[src/rtl/cs_pkg.sv]
// Shared definitions for the control sequencer: state codes, opcode
// classes, control-word field layout and the opcode-to-class table.
package cs_pkg;

   localparam logic [2:0] S_FETCH  = 3'd0;
   localparam logic [2:0] S_DECODE = 3'd1;
   localparam logic [2:0] S_EXEC   = 3'd2;
   localparam logic [2:0] S_WB     = 3'd3;
   localparam logic [2:0] S_HALT   = 3'd4;

   typedef enum logic [2:0] {
      CLS_ONE,
      CLS_MEMW,
      CLS_MEMR,
      CLS_ALU,
      CLS_HALT,
      CLS_ILL
   } cls_e;

   localparam int F_MEMREAD  = 0;
   localparam int F_MEMWRITE = 1;
   localparam int F_MEMSRC   = 2;
   localparam int F_MEMDST   = 4;
   localparam int F_MARYW    = 6;
   localparam int F_SHELW    = 7;
   localparam int F_COMPW    = 8;
   localparam int F_RAW      = 9;
   localparam int F_PCW      = 10;
   localparam int F_SPW      = 11;
   localparam int F_INSTW    = 12;
   localparam int F_MARYSRC  = 13;
   localparam int F_SHELSRC  = 15;
   localparam int F_SPSRC    = 17;
   localparam int F_PCSRC    = 19;
   localparam int F_SRCA     = 22;
   localparam int F_SRCB     = 24;
   localparam int F_ALUOP    = 26;
   localparam int CTRL_W     = 30;

   localparam logic [4:0] HALT_OP = 5'h1F;

   function automatic cls_e op_class(input logic [7:0] op);
      cls_e c;
      case (op)
         8'h00, 8'h07, 8'h08, 8'h09,
         8'h0A, 8'h0B, 8'h17:         c = CLS_ONE;
         8'h01, 8'h14, 8'h15, 8'h16:  c = CLS_MEMW;
         8'h04, 8'h05, 8'h06, 8'h13:  c = CLS_MEMR;
         8'h02, 8'h03, 8'h0C, 8'h0D,
         8'h0E, 8'h0F, 8'h10, 8'h11,
         8'h12:                       c = CLS_ALU;
         {3'b000, HALT_OP}:           c = CLS_HALT;
         default:                     c = CLS_ILL;
      endcase
      return c;
   endfunction

endpackage

[src/rtl/control_sequencer_decode.sv]
// Combinational control-word generator: maps latched opcode, state and
// memory handshake onto the packed datapath control word.
module cs_decode
   import cs_pkg::*;
#(
   parameter int OPW = 5,
   parameter int CW  = 32
) (
   input  logic [OPW:0]  i_op_q,
   input  logic [2:0]    i_state,
   input  logic          i_run_en,
   input  logic          i_mem_ready,
   output logic [CW-1:0] o_ctrl
);

   logic [7:0]        w_op;
   logic              w_flag;
   cls_e              w_cls;
   logic [CTRL_W-1:0] w_c;

   assign w_op   = 8'(i_op_q[OPW:1]);
   assign w_flag = i_op_q[0];
   assign w_cls  = op_class(w_op);
   assign o_ctrl = CW'(w_c);

   always_comb begin
      w_c = '0;
      unique case (1'b1)
         (i_state == S_FETCH): begin
            if (i_run_en) begin
               w_c[F_MEMREAD] = 1'b1;
               if (i_mem_ready) begin
                  w_c[F_PCW]   = 1'b1;
                  w_c[F_INSTW] = 1'b1;
               end
            end
         end
         (i_state == S_EXEC): begin
            case (w_cls)
               CLS_ONE: begin
                  if (w_op == 8'h17) begin
                     w_c[F_PCW]           = 1'b1;
                     w_c[F_RAW]           = 1'b1;
                     w_c[F_PCSRC +: 3]    = 3'd6;
                  end else if (w_op != 8'h00) begin
                     w_c[F_PCW]           = 1'b1;
                     w_c[F_PCSRC +: 3]    = 3'(w_op - 8'd6);
                  end
               end
               CLS_MEMW: begin
                  w_c[F_MEMSRC +: 2] = w_flag ? 2'b11 :
                                       (w_op == 8'h01) ? 2'b01 : 2'b10;
                  w_c[F_MEMDST +: 2] = (w_op == 8'h01) ? 2'b01 : 2'b10;
                  // Write strobes only on the acknowledge cycle
                  if (i_mem_ready) begin
                     w_c[F_MEMWRITE] = 1'b1;
                     if (w_op == 8'h01) begin
                        w_c[F_SPW]        = 1'b1;
                        w_c[F_SPSRC +: 2] = 2'b01;
                     end
                  end
               end
               CLS_MEMR: begin
                  w_c[F_MEMREAD]     = 1'b1;
                  w_c[F_MEMSRC +: 2] = w_flag ? 2'b11 :
                                       (w_op == 8'h05) ? 2'b01 : 2'b10;
                  w_c[F_MEMDST +: 2] = 2'b11;
               end
               CLS_ALU: begin
                  w_c[F_SRCA +: 2]  = 2'b00;
                  w_c[F_SRCB +: 2]  = w_flag ? 2'b10 : 2'b01;
                  w_c[F_ALUOP +: 4] = w_op[3:0];
               end
               default: ;
            endcase
         end
         (i_state == S_WB): begin
            case (w_cls)
               CLS_ALU: begin
                  if (w_op >= 8'h0C && w_op <= 8'h0F) begin
                     w_c[F_COMPW] = 1'b1;
                  end else if (w_op >= 8'h10) begin
                     w_c[F_SHELW]        = 1'b1;
                     w_c[F_SHELSRC +: 2] = 2'b01;
                  end else begin
                     w_c[F_MARYW]        = 1'b1;
                     w_c[F_MARYSRC +: 2] = 2'b01;
                  end
               end
               CLS_MEMR: begin
                  if (w_op == 8'h06) begin
                     w_c[F_SHELW]        = 1'b1;
                     w_c[F_SHELSRC +: 2] = 2'b10;
                  end else if (w_op == 8'h13) begin
                     w_c[F_RAW] = 1'b1;
                  end else begin
                     w_c[F_MARYW]        = 1'b1;
                     w_c[F_MARYSRC +: 2] = 2'b10;
                  end
                  if (w_op == 8'h05) begin
                     w_c[F_SPW]        = 1'b1;
                     w_c[F_SPSRC +: 2] = 2'b10;
                  end
               end
               default: ;
            endcase
         end
         default: ;
      endcase
   end

endmodule

[src/rtl/control_sequencer.sv]
// Multi-cycle instruction sequencer: FETCH/DECODE/EXEC/WB/HALT FSM,
// opcode latch, retired-instruction counter and status flags.
module control_sequencer
   import cs_pkg::*;
#(
   parameter int OPW  = 5,
   parameter int CW   = 32,
   parameter int CNTW = 16
) (
   input  logic            CLK,
   input  logic            Reset,
   input  logic [OPW-1:0]  OPCODE,
   input  logic            flagbit,
   input  logic            mem_ready,
   input  logic            run_en,
   output logic [CW-1:0]   ctrl,
   output logic [2:0]      state,
   output logic            instr_done,
   output logic            illegal,
   output logic            halted,
   output logic [CNTW-1:0] retired
);

   logic [2:0]      r_state;
   logic [2:0]      w_next;
   logic [OPW:0]    r_op_q;
   logic [CNTW-1:0] r_retired;
   logic            r_illegal;
   logic            w_done;
   logic            w_live_halt;
   logic            w_live_ill;
   cls_e            w_live_cls;
   cls_e            w_q_cls;
   logic [CW-1:0]   w_ctrl;

   assign w_live_cls  = op_class(8'(OPCODE));
   assign w_live_halt = &OPCODE;
   assign w_live_ill  = !w_live_halt && (w_live_cls == CLS_ILL);
   assign w_q_cls     = op_class(8'(r_op_q[OPW:1]));

   always_comb begin
      w_next = S_FETCH;
      w_done = 1'b0;
      case (r_state)
         S_FETCH:  w_next = (run_en && mem_ready) ? S_DECODE : S_FETCH;
         S_DECODE: w_next = (w_live_halt || w_live_ill) ? S_HALT : S_EXEC;
         S_EXEC: begin
            case (w_q_cls)
               CLS_ONE: begin
                  w_next = S_FETCH;
                  w_done = 1'b1;
               end
               CLS_MEMW: begin
                  w_next = mem_ready ? S_FETCH : S_EXEC;
                  w_done = mem_ready;
               end
               CLS_MEMR: w_next = mem_ready ? S_WB : S_EXEC;
               CLS_ALU:  w_next = S_WB;
               default:  w_next = S_FETCH;
            endcase
         end
         S_WB: begin
            w_next = S_FETCH;
            w_done = 1'b1;
         end
         S_HALT:   w_next = S_HALT;
         default:  w_next = S_FETCH;
      endcase
   end

   always_ff @(posedge CLK or negedge Reset) begin
      if (!Reset) begin
         r_state   <= S_FETCH;
         r_op_q    <= '0;
         r_retired <= '0;
         r_illegal <= 1'b0;
      end else begin
         r_state <= w_next;
         if (r_state == S_DECODE) begin
            r_op_q <= {OPCODE, flagbit};
            if (w_live_ill) r_illegal <= 1'b1;
         end
         if (w_done) r_retired <= r_retired + CNTW'(1);
      end
   end

   cs_decode #(
      .OPW (OPW),
      .CW  (CW)
   ) u_decode (
      .i_op_q      (r_op_q),
      .i_state     (r_state),
      .i_run_en    (run_en),
      .i_mem_ready (mem_ready),
      .o_ctrl      (w_ctrl)
   );

   // Reset must blank the word even while FETCH would present a read
   assign ctrl       = Reset ? w_ctrl : '0;
   assign instr_done = Reset & w_done;
   assign state      = r_state;
   assign illegal    = r_illegal;
   assign halted     = (r_state == S_HALT);
   assign retired    = r_retired;

endmodule
[config.mk]
export PLATFORM = sky130hd
export DESIGN_NAME = control_sequencer
export DESIGN_NICKNAME = d
export VERILOG_FILES = /design/src/rtl/cs_pkg.sv /design/src/rtl/control_sequencer_decode.sv /design/src/rtl/control_sequencer.sv
export SDC_FILE = /design/constraint.sdc
export NUM_CORES = 1
export LEC_CHECK = 0
export CORE_ASPECT_RATIO = 1.25
export CORE_UTILIZATION = 45
export DETAILED_ROUTE_END_ITERATION = 12
export PLACE_DENSITY = 0.85
export SYNTH_ARGS = -nofsm -noshare
export SYNTH_HDL_FRONTEND = slang
export SYNTH_SLANG_ARGS = --single-unit
[constraint.sdc]
create_clock -name CLK -period 2.3 [get_ports CLK]
set_input_delay 0.46 -clock CLK [delete_from_list [all_inputs] [get_ports CLK]]
set_output_delay 0.46 -clock CLK [all_outputs]
set_load 0.05 [all_outputs]
==> flow_metrics.py, run 1 <==
metrics = {
    "layout": {
        "final_common_cell": "buf_4",
        "areaGrowthSynthToFinish_pct": 84.39,
        "fillCellCount": 172,
        "final_cells": 360,
        "regArea_um2": 659.4,
        "fin_util_pct": 87.90,
        "multi_input_area_um2": 1308,
        "antenna_cells": 0,
        "nNetsFinal": 319,
        "drive_above_1_share_pct": 45.42,
        "layout_common_cells": "buf_4 (39), buf_12 (29), clkdlybuf4s50_1 (27)",
    },
    "timing": {
        "maxSlewViolCount": 0,
        "hold_violations": 0,
        "maxSlewHeadroom_pct": 59.99,
        "finalSetupViolCount": 21,
        "worstMarginPinSlew_ps": 595.6,
        "rsz0062_at_grt": "true",
        "fin_ws_ps": -78.89,
        "fin_crit_sh_pct": 103.4,
        "period_minus_slack_ps": 2379,
        "fin_worst_skew_ps": 6.641,
        "fmax_mhz": 420.4,
    },
    "power": {
        "p_total_w": 0.003901,
        "power_frac_seq_pct": 19.8,
        "leakage_nw": 1.354,
        "pwr-share-comb_pct": 70.4,
        "switchingPower_w": 0.001974,
        "vdd_ir_drop_max_v": 0.001110,
        "p_per_area_nw_per_um2": 1163,
        "power.internal_w": 0.001927,
        "swShare_pct": 50.60,
        "clock_power_share_pct": 9.8,
    },
    "yosys": {
        "ys_seq_area_share_pct": 35.76,
        "synthDistinctLibCells": 49,
        "yosys.area_share.simple_pct": 30.88,
        "yosysWarningCount": 0,
        "synth_top_family_by_area": "simple AND/OR/NAND/NOR gates",
        "synth_compound_area_share_pct": 14.99,
        "synth-async-reset-ratio_pct": 100.0,
        "synthMuxAreaShare_pct": 3.026,
        "netlist_area_um2": 1819,
        "synth_xor_xnor_area_share_pct": 7.703,
        "syn_avg_cell_area_um2": 8.501,
        "synth-edff-count": 0,
        "synth_cells": 214,
        "synth-seq-cells": 26,
        "ys.flop_type": "dfrtp_1",
        "yosys.area_share.adder_pct": 1.376,
    },
    "drt": {
        "viasPerCell": 6.011,
        "vias": 2164,
        "wirelength_mm": 7.028,
        "avgRoutedWirePerCell_um": 19.52,
        "dr.pass1.iters": 4,
        "drt_iter0_drc": 128,
        "drcViolationCount": 0,
        "ant_nets": 0,
    },
    "place": {
        "gp_congestion": 0.9857,
        "dp.cells": 343,
        "portBuffers": 59,
        "dpl.hpwl_mm": 4.113,
    },
    "floorplanning": {
        "num_rows": 25,
        "fp.dieW_um": 58.87,
        "die_h_um": 73.09,
        "start_util_pct": 47.67,
        "io_pins": 64,
        "core-area_um2": 3816,
        "die-area_um2": 4303,
    },
    "setup_path": {
        "cpPeakStageDelay_ps": 490,
        "critPathKind": "flip-flop to output port",
        "cp.required_ps": 1840,
        "arrival_ps": 1920,
        "crit_chain": "clkinvlp_4 -> buf_4 -> nor2_1 -> a22o_1 -> a22oi_1 -> nor2_2 -> buf_12",
        "path_max_fanout": 6,
        "start_kind": "flip-flop",
        "slowest_stage": "dfrtp_2",
        "endpoint_kind": "output port",
    },
    "cts": {
        "insertion_delay_ps": 270,
        "cts_hold_buf": 0,
        "htreeDepth": 1,
        "cts_root_buf": "clkbuf_8",
        "clk_path_buf_depth": 2,
        "cts_tree": "done",
        "cts_buffers": 3,
        "clkTransAtPathRegs_ps": 100,
        "clock-sinks": 26,
    },
    "global_routing": {
        "overflow": 0,
        "antenna_found_initial": 0,
        "grt_max_degree": 22,
        "grt_usage_pct": 29.80,
        "grt_pass1_vias": 2076,
        "grt_pass1_wl_mm": 9.756,
    },
    "status": {
        "violations": "setup timing",
        "status": "finished, violations left",
    },
    "flow_run": {
        "cap_violations": 0,
    },
    "hold_path": {
        "min_path_type": "input pin to async pin",
    },
}
-- kinds of logic after synthesis --
group / after synthesis
other: 1
buffers and inverters: 23
AND/OR/NAND/NOR: 103
adder cells (fa/ha/maj): 2
AO/OA/AOI/OAI: 38
flip-flops: 26
XOR/XNOR: 16
multiplexers: 5
-- sequential cells by signal (all words and copies together) (netlist names) --
signal and flops:
illegal 1, state 3, r_op_q 6, retired 16
-- layer usage --
| layer | up-vias | GRT usage (%) | routed length, µm |
|---|---|---|---|
| li1 | 940 | - | - |
| met1 | 1055 | 36.43 | 2655 |
| met2 | 142 | 51.52 | 3675 |
| met3 | 27 | 2.837 | 420 |
| met4 | 0 | 15.08 | 277 |
| met5 | - | 0 | 0 |
-- metrics by stage --
stage / hold WS [ps] / setup TNS [ps] / area, µm² / worst slack [ps]
after global routing: 407.9 / -1829 / 3354 / -146.0
after detailed placement: 464.0 / -3003 / 2973 / -246.6
final: 392.6 / -713.8 / 3354 / -78.89
after floorplan: 164.4 / -2321 / 1899 / -482.0
after global placement: 454.1 / -2103 / 2973 / -218.5
after CTS: 351.6 / -264.2 / 3159 / -57.47
-- worst paths after layout --
| kind | startpoint | endpoint | slack [ps] | depth (start not counted) |
|---|---|---|---|---|
| max | r_op_q[5]$_DFFE_PN0P_ | ctrl[3] | -80 | 7 |
| min | Reset | r_op_q[0]$_DFFE_PN0P_ | 390 | 2 |
| max reg2reg | r_op_q[3]$_DFFE_PN0P_ | retired[1]$_DFFE_PN0P_ | 340 | 7 |
| min reg2reg | illegal$_DFFE_PN0P_ | illegal$_DFFE_PN0P_ | 490 | 1 |
| max in group asynchronous | Reset | r_op_q[4]$_DFFE_PN0P_ | 1620 | 2 |
| min in group CLK | illegal$_DFFE_PN0P_ | illegal$_DFFE_PN0P_ | 490 | 1 |
-- cells in the mapped netlist (all sizes together) (3+ instances only) --
cell type / count / area, µm²
dfrtp: 26 / 650.6
nand2: 24 / 90.09
nor2: 22 / 82.58
xnor2: 15 / 131.4
clkbuf: 9 / 33.78
nor3: 9 / 45.04
o21ai: 9 / 45.04
nand3: 8 / 40.04
nand4: 8 / 50.05
a21oi: 7 / 35.03
and2: 7 / 43.79
inv: 7 / 26.28
buf: 6 / 46.29
a211oi: 4 / 30.03
and3: 4 / 25.02
mux2: 4 / 45.04
or3: 4 / 25.02
nor2b: 3 / 18.77
-- worst max-delay path: cells and delay by family (launching register included) --
kind            cells  cell delay [ps]
compound gates      2              300
buf+inv             3              530
flops               1              490
simple gates        2              330
-- power by group through the flow --
| stage | combinational [W] | sequential, W | clock, W |
|---|---|---|---|
| 2_1_floorplan | 0.00119 | 0.000939 | 0 |
| 3_3_place_gp | 0.00206 | 0.000728 | 0 |
| 3_5_place_dp | 0.00211 | 0.000734 | 0 |
| 4_1_cts | 0.00229 | 0.000733 | 0.000380 |
| 5_1_grt | 0.00287 | 0.000778 | 0.000403 |
| 6_report | 0.00275 | 0.000773 | 0.000380 |
-- area by class of cell --
cell class	count	area share (%)
Inverter	8	1.007
Tap cell	54	2.014
Timing Repair Buffer	100	36.22
Clock buffer	3	1.231
Sequential cell	26	19.66
Clock inverter	1	0.8952
Multi-Input combinational cell	168	38.98
-- repair_timing --
action | CTS | global route
cloned | 0 | 0
setup buffers | 6 | 8
pin swaps | 5 | 5
resized for setup | 24 | 38
setup endpoints to repair | 26 | 25
(Power assumes the default switching activity.)
==> inputs of run 2 (changes only) <==
--- a/config.mk
+++ b/config.mk
@@ -9,6 +9,7 @@
 export CORE_UTILIZATION = 45
 export DETAILED_ROUTE_END_ITERATION = 12
 export PLACE_DENSITY = 0.85
+export SLEW_MARGIN = 10
 export SYNTH_ARGS = -nofsm -noshare
 export SYNTH_HDL_FRONTEND = slang
 export SYNTH_SLANG_ARGS = --single-unit
==> results of run 2 <==
Final layout, timing and power as in run 1 (identical DEF).
